$ cat config.mk
export PLATFORM = sky130hd
export DESIGN_NAME = mdio_master
export DESIGN_NICKNAME = d
export VERILOG_FILES = /design/src/rtl/mdio_master.sv
export SDC_FILE = /design/constraint.sdc
export NUM_CORES = 1
export LEC_CHECK = 0
export CORE_ASPECT_RATIO = 0.9
export CORE_MARGIN = 1.5
export CORE_UTILIZATION = 53
export CTS_BUF_LIST = sky130_fd_sc_hd__clkbuf_16
export DETAILED_ROUTE_END_ITERATION = 16
export PLACE_DENSITY = 0.83
export SYNTH_ARGS = -nofsm -noshare
export SYNTH_HDL_FRONTEND = slang
export SYNTH_SLANG_ARGS = --single-unit
export TNS_END_PERCENT = 1
$ cat constraint.sdc
create_clock -name clk_12m_5_mdio -period 5.25 [get_ports clk_12m_5_mdio]
set_input_delay 0.525 -clock clk_12m_5_mdio [delete_from_list [all_inputs] [get_ports clk_12m_5_mdio]]
set_output_delay 0.525 -clock clk_12m_5_mdio [all_outputs]
set_load 0.03 [all_outputs]
$ cat src/rtl/mdio_master.sv
// Clause 22 MDIO management master: one read or write frame per accepted request,
// MDC generated from the 12.5 MHz clock with MDC_HALF clocks per half-period.
module mdio_master #(
  parameter int MDC_HALF = 3,
  parameter int PRE_LEN  = 32
) (
  input  logic        clk_12m_5_mdio,
  input  logic        reset_n,
  input  logic        req_valid,
  output logic        req_ready,
  input  logic        req_rd,
  input  logic [4:0]  req_phyad,
  input  logic [4:0]  req_regad,
  input  logic [15:0] req_wdata,
  output logic        done,
  output logic [15:0] rd_data,
  output logic        rd_err,
  output logic        mdc,
  output logic        mdio_o,
  output logic        mdio_oe,
  input  logic        mdio_i,
  output logic [2:0]  dbg_state
);

  // Handshake: a request transfers on a rising edge where req_valid and req_ready are both 1.
  typedef enum logic [2:0] {S_IDLE, S_PRE, S_CMD, S_TA, S_DATA, S_DONE} state_t;

  localparam logic [5:0] HALF_LAST = 6'(MDC_HALF - 1);
  localparam logic [5:0] PRE_LAST  = 6'(PRE_LEN - 1);

  state_t      state_q, state_d;
  logic        ready_q, ready_d;
  logic        done_q, done_d;
  logic [15:0] rd_data_q, rd_data_d;
  logic        rd_err_q, rd_err_d;
  logic        mdc_q, mdc_d;
  logic        mdio_o_q, mdio_o_d;
  logic        mdio_oe_q, mdio_oe_d;
  logic [5:0]  half_q, half_d;
  logic [5:0]  bit_q, bit_d;
  logic [31:0] sr_q, sr_d;
  logic [15:0] rx_q, rx_d;
  logic        ta_err_q, ta_err_d;
  logic        rd_q, rd_d;

  always_comb begin
    state_d   = state_q;
    ready_d   = ready_q;
    done_d    = 1'b0;
    rd_data_d = rd_data_q;
    rd_err_d  = rd_err_q;
    mdc_d     = mdc_q;
    mdio_o_d  = mdio_o_q;
    mdio_oe_d = mdio_oe_q;
    half_d    = half_q;
    bit_d     = bit_q;
    sr_d      = sr_q;
    rx_d      = rx_q;
    ta_err_d  = ta_err_q;
    rd_d      = rd_q;
    unique case (state_q)
      S_IDLE: begin
        if (req_valid && ready_q) begin
          ready_d   = 1'b0;
          rd_d      = req_rd;
          sr_d      = {2'b01, (req_rd ? 2'b10 : 2'b01), req_phyad, req_regad, 2'b10, req_wdata};
          half_d    = '0;
          bit_d     = '0;
          mdc_d     = 1'b0;
          mdio_oe_d = 1'b1;
          ta_err_d  = 1'b0;
          rx_d      = '0;
          if (PRE_LEN > 0) begin
            state_d  = S_PRE;
            mdio_o_d = 1'b1;
          end else begin
            state_d  = S_CMD;
            mdio_o_d = 1'b0;
          end
        end
      end
      S_PRE, S_CMD, S_TA, S_DATA: begin
        if (half_q != HALF_LAST) begin
          half_d = half_q + 6'd1;
        end else if (!mdc_q) begin
          // End of low phase: MDC rises here, which is also the PHY sampling point.
          half_d = '0;
          mdc_d  = 1'b1;
          if (state_q == S_TA && bit_q == 6'd1) ta_err_d = mdio_i;
          if (state_q == S_DATA) rx_d = {rx_q[14:0], mdio_i};
        end else begin
          half_d   = '0;
          mdc_d    = 1'b0;
          bit_d    = bit_q + 6'd1;
          sr_d     = {sr_q[30:0], 1'b0};
          mdio_o_d = sr_q[30];
          case (state_q)
            S_PRE: begin
              sr_d     = sr_q;
              mdio_o_d = 1'b1;
              if (bit_q == PRE_LAST) begin
                state_d  = S_CMD;
                bit_d    = '0;
                mdio_o_d = sr_q[31];
              end
            end
            S_CMD: begin
              if (bit_q == 6'd13) begin
                state_d   = S_TA;
                bit_d     = '0;
                mdio_oe_d = !rd_q;
              end
            end
            S_TA: begin
              if (bit_q == 6'd1) begin
                state_d = S_DATA;
                bit_d   = '0;
              end
            end
            default: begin
              if (bit_q == 6'd15) begin
                state_d   = S_DONE;
                bit_d     = '0;
                mdio_oe_d = 1'b0;
                mdio_o_d  = 1'b1;
                done_d    = 1'b1;
                if (rd_q) begin
                  rd_data_d = rx_q;
                  rd_err_d  = ta_err_q;
                end
              end
            end
          endcase
        end
      end
      S_DONE: begin
        state_d = S_IDLE;
        ready_d = 1'b1;
      end
      default: state_d = S_IDLE;
    endcase
  end

  always_ff @(posedge clk_12m_5_mdio) begin
    if (!reset_n) begin
      state_q   <= S_IDLE;
      ready_q   <= 1'b1;
      done_q    <= 1'b0;
      rd_data_q <= '0;
      rd_err_q  <= 1'b0;
      mdc_q     <= 1'b0;
      mdio_o_q  <= 1'b1;
      mdio_oe_q <= 1'b0;
      half_q    <= '0;
      bit_q     <= '0;
      sr_q      <= '0;
      rx_q      <= '0;
      ta_err_q  <= 1'b0;
      rd_q      <= 1'b0;
    end else begin
      state_q   <= state_d;
      ready_q   <= ready_d;
      done_q    <= done_d;
      rd_data_q <= rd_data_d;
      rd_err_q  <= rd_err_d;
      mdc_q     <= mdc_d;
      mdio_o_q  <= mdio_o_d;
      mdio_oe_q <= mdio_oe_d;
      half_q    <= half_d;
      bit_q     <= bit_d;
      sr_q      <= sr_d;
      rx_q      <= rx_d;
      ta_err_q  <= ta_err_d;
      rd_q      <= rd_d;
    end
  end

  assign req_ready = ready_q;
  assign done      = done_q;
  assign rd_data   = rd_data_q;
  assign rd_err    = rd_err_q;
  assign mdc       = mdc_q;
  assign mdio_o    = mdio_o_q;
  assign mdio_oe   = mdio_oe_q;
  assign dbg_state = state_q;

endmodule

==> results.sh <==
export IMPL_grt_pass1_vias=3271
export IMPL_drive_above_1_share_pct=6.07
export IMPL_crit_buf_inv=1
export IMPL_fin_crit_ps=2560
export IMPL_die_area_um2=7820
export IMPL_clkLatencyLatePin_ps=340
export IMPL_worst_setup_path_end_kind="primary output"
export IMPL_maxCapViolCount=0
export IMPL_r2r_end="sr_q[28]"
export IMPL_final_hold_viol_count=0
export IMPL_crit_end="dbg_state[2]"
export IMPL_synth_nets=505
export IMPL_h_tree_depth=3
export IMPL_synthFlopType="dfxtp_1"
export IMPL_slew_viol_final=0
export IMPL_clock_sinks=87
export IMPL_crit_family="flip-flops"
export IMPL_num_antenna_cells=0
export IMPL_synth_edff_count=0
export IMPL_wire_per_inst_um=14.4
export IMPL_tightest_slew_ps=971
export IMPL_leakage_nw=1.68
export IMPL_wl_um=8700
export IMPL_drt_initial_drc_count=236
export IMPL_drc=0
export IMPL_cp_start_kind="flop"
export IMPL_fin_skew_ps=6.44
export IMPL_grt_setup_unrepaired="no"
export IMPL_setup_ws_ps=2690
export IMPL_grt_max_degree=57
export IMPL_synth_avg_cell_area_um2=8.23
export IMPL_vias=3496
export IMPL_slowest_delay_ps=870
export IMPL_gr_usage_all_layers_pct=23.7
export IMPL_slowest_stage="dfxtp_1"
export IMPL_yosys_warnings=0
export IMPL_relSlewSlack_pct=35.1
export IMPL_instances_no_fill=604
export IMPL_grt_pass1_wl_um=15000
export IMPL_place_inst=588
export IMPL_num_rows=29
export IMPL_finalCritPeriodShare_pct=48.8
export IMPL_worstRegToRegCells=5
export IMPL_synth_distinct_cells=58
export IMPL_syn_cell_area_um2=3870
export IMPL_die_h_um=84.1
export IMPL_peakVddDrop_v=0.000197
export IMPL_cp_arrival_ps=2030
export IMPL_core_um2=7080
export IMPL_cts_buffers=9
export IMPL_synth_async_reset_ratio_pct=0
export IMPL_p_per_area_nw_per_um2=321
export IMPL_cp_depth=1
export IMPL_placed_cell_area_um2=4430
export IMPL_die_w_um=93.1
export IMPL_worstSetupPathType="reg2out"
export IMPL_status="completed"
export IMPL_finalSetupViolCount=0
export IMPL_cp_cell_sequence="clkdlybuf4s50_1"
export IMPL_holdBufCountCts=0
export IMPL_fin_util_pct=66.8
export IMPL_worstPathMaxFanout=25
export IMPL_worstPathRequired_ps=4720
export IMPL_setup_tns_final_ps=0
export IMPL_antenna_left=0
export IMPL_hold_slack_ps=456
export IMPL_reg2reg_slack_ps=2790
export IMPL_viasPerCell=5.79
export IMPL_cts_tree="yes"
export IMPL_power_total_mw=1.52
export IMPL_dp_hpwl_um=5680
export IMPL_postCtsSetupBuffers=0
export IMPL_dp_slack_ps=2760
export IMPL_stdcell_area_um2=4730
export IMPL_syn_inst=470
export IMPL_critPathLaunch="dbg_state[2]"
export IMPL_clockBufferDepth=2
export IMPL_syn_to_final_growth_pct=22.3
export IMPL_cts_resized=0
export IMPL_firstDrtPassIters=6
export IMPL_fmax_ghz=0.391
export IMPL_hp_class="reg2reg"
export IMPL_root_buffer="clkbuf_16"
export IMPL_yosysSeqAreaShare_pct=45.0
export IMPL_ys_ff_latch=87
export IMPL_place_congestion=0.893
export IMPL_start_util_pct=54.7
export IMPL_ios=56
export IMPL_clkTransAtPathRegs_ps=70
export IMPL_antenna_found_initial=0
export IMPL_portBuffers=55
export IMPL_r2r_start="dbg_state[2]"
export IMPL_nets=541
export IMPL_grt_overflow=0
-- final cells by class --
cell class	count	area (um2)
clock buffers	9	225
clock inverters	7	75.1
fillers	574	2350
inverters	7	26.3
multi-input cells	342	1960
flip-flops and latches	87	1740
well taps	93	116
repair buffers	59	581
-- cells in the final DEF, fill, tap and decap left out, types with 2 or more instances in the layout --
cell type,synthesis,final
xor2_1,2,2
clkdlybuf4s50_1,0,55
nor3_1,4,4
inv_8,0,3
o31ai_1,3,3
clkbuf_16,0,9
a211oi_1,5,5
nand3_1,15,15
o21ai_0,10,10
inv_1,7,7
nor4_1,2,2
a222oi_1,2,2
a21oi_1,31,31
nand3b_1,3,3
and3_1,6,6
clkinv_4,0,2
o21a_1,4,4
ha_1,4,4
nand2_1,102,102
dfxtp_1,87,87
mux2_2,2,2
a31oi_1,5,5
a311oi_1,26,26
buf_4,1,4
xnor2_1,3,3
nand4_1,3,3
nor3b_1,3,3
nand2b_1,2,2
a22o_1,16,16
mux2i_1,4,4
nor2_1,55,55
a2111oi_0,2,2
-- registers in the layout, indices dropped and copies added, names as in the netlist --
register	cells
half_q	6
done	1
req_ready	1
ta_err_q	1
mdc	1
sr_q	32
rx_q	16
rd_data	16
mdio_oe	1
rd_err	1
bit_q	6
dbg_state	3
mdio_o	1
rd_q	1
-- worst min path at each step --
stage	from	endpoint	slack, ps	depth (start not counted)
6_report	rd_data[10]	rd_data[10]	460	2
4_1_cts	rd_data[12]	rd_data[12]	460	2
3_5_place_dp	rd_data[12]	rd_data[12]	450	2
5_1_grt	rd_data[9]	rd_data[9]	470	2
3_3_place_gp	rd_data[14]	rd_data[14]	440	2
2_1_floorplan	ta_err_q	rd_err	430	2
-- layer usage --
layer,part of all wire [%],track usage (%)
met1,46,30.7
met2,47,38.8
met3,5.1,4.92
met4,1.6,8.82
met5,0,0
-- kinds of logic (layout without fill, tap and decap cells) --
logic type                 after synthesis  after routing  synth area share [%]
and+or+nand+nor                        210            210                  24.5
AOI/OAI and AO/OA                      117            117                  21.9
DFF                                     87             87                  45.0
buffers and inverters                   41             82                  4.56
muxes                                    6              6                  1.62
xor gates and xnor gates                 5              5                  1.13
adders and majority gates                4              4                  1.29
-- power by group --
| group | total [mW] | switching (mW) | internal, mW |
|---|---|---|---|
| Combinational | 0.178 | 0.103 | 0.0749 |
| Sequential | 0.714 | 0.0241 | 0.690 |
| Clock | 0.627 | 0.291 | 0.336 |
| Total | 1.52 | 0.419 | 1.10 |
-- worst reg2reg max path, delay by kind of cell, from the launching register on --
| kind | cells | cell delay, ps |
|---|---|---|
| AOI/OAI and AO/OA | 3 | 550 |
| DFF | 1 | 870 |
| and+or+nand+nor | 2 | 900 |
-- cells in the mapped netlist, types with 3 or more instances --
library cell | instances | area share [%]
a22o_1 | 16 | 3.6
nor2_1 | 55 | 5.3
buf_2 | 15 | 1.9
inv_1 | 7 | 0.68
a31oi_1 | 5 | 0.81
and3_1 | 6 | 0.97
nand3_1 | 15 | 1.9
o21ai_0 | 10 | 1.3
nor3_1 | 4 | 0.52
nand2_1 | 102 | 9.9
nor3b_1 | 3 | 0.58
a311oi_1 | 26 | 5.9
mux2i_1 | 4 | 1.0
xnor2_1 | 3 | 0.68
nand4_1 | 3 | 0.49
nand3b_1 | 3 | 0.58
a211oi_1 | 5 | 0.97
o21a_1 | 4 | 0.78
ha_1 | 4 | 1.3
dfxtp_1 | 87 | 45
a21oi_1 | 31 | 4.0
o31ai_1 | 3 | 0.58
clkbuf_1 | 17 | 1.6
Power figures use the tool's default switching activity.
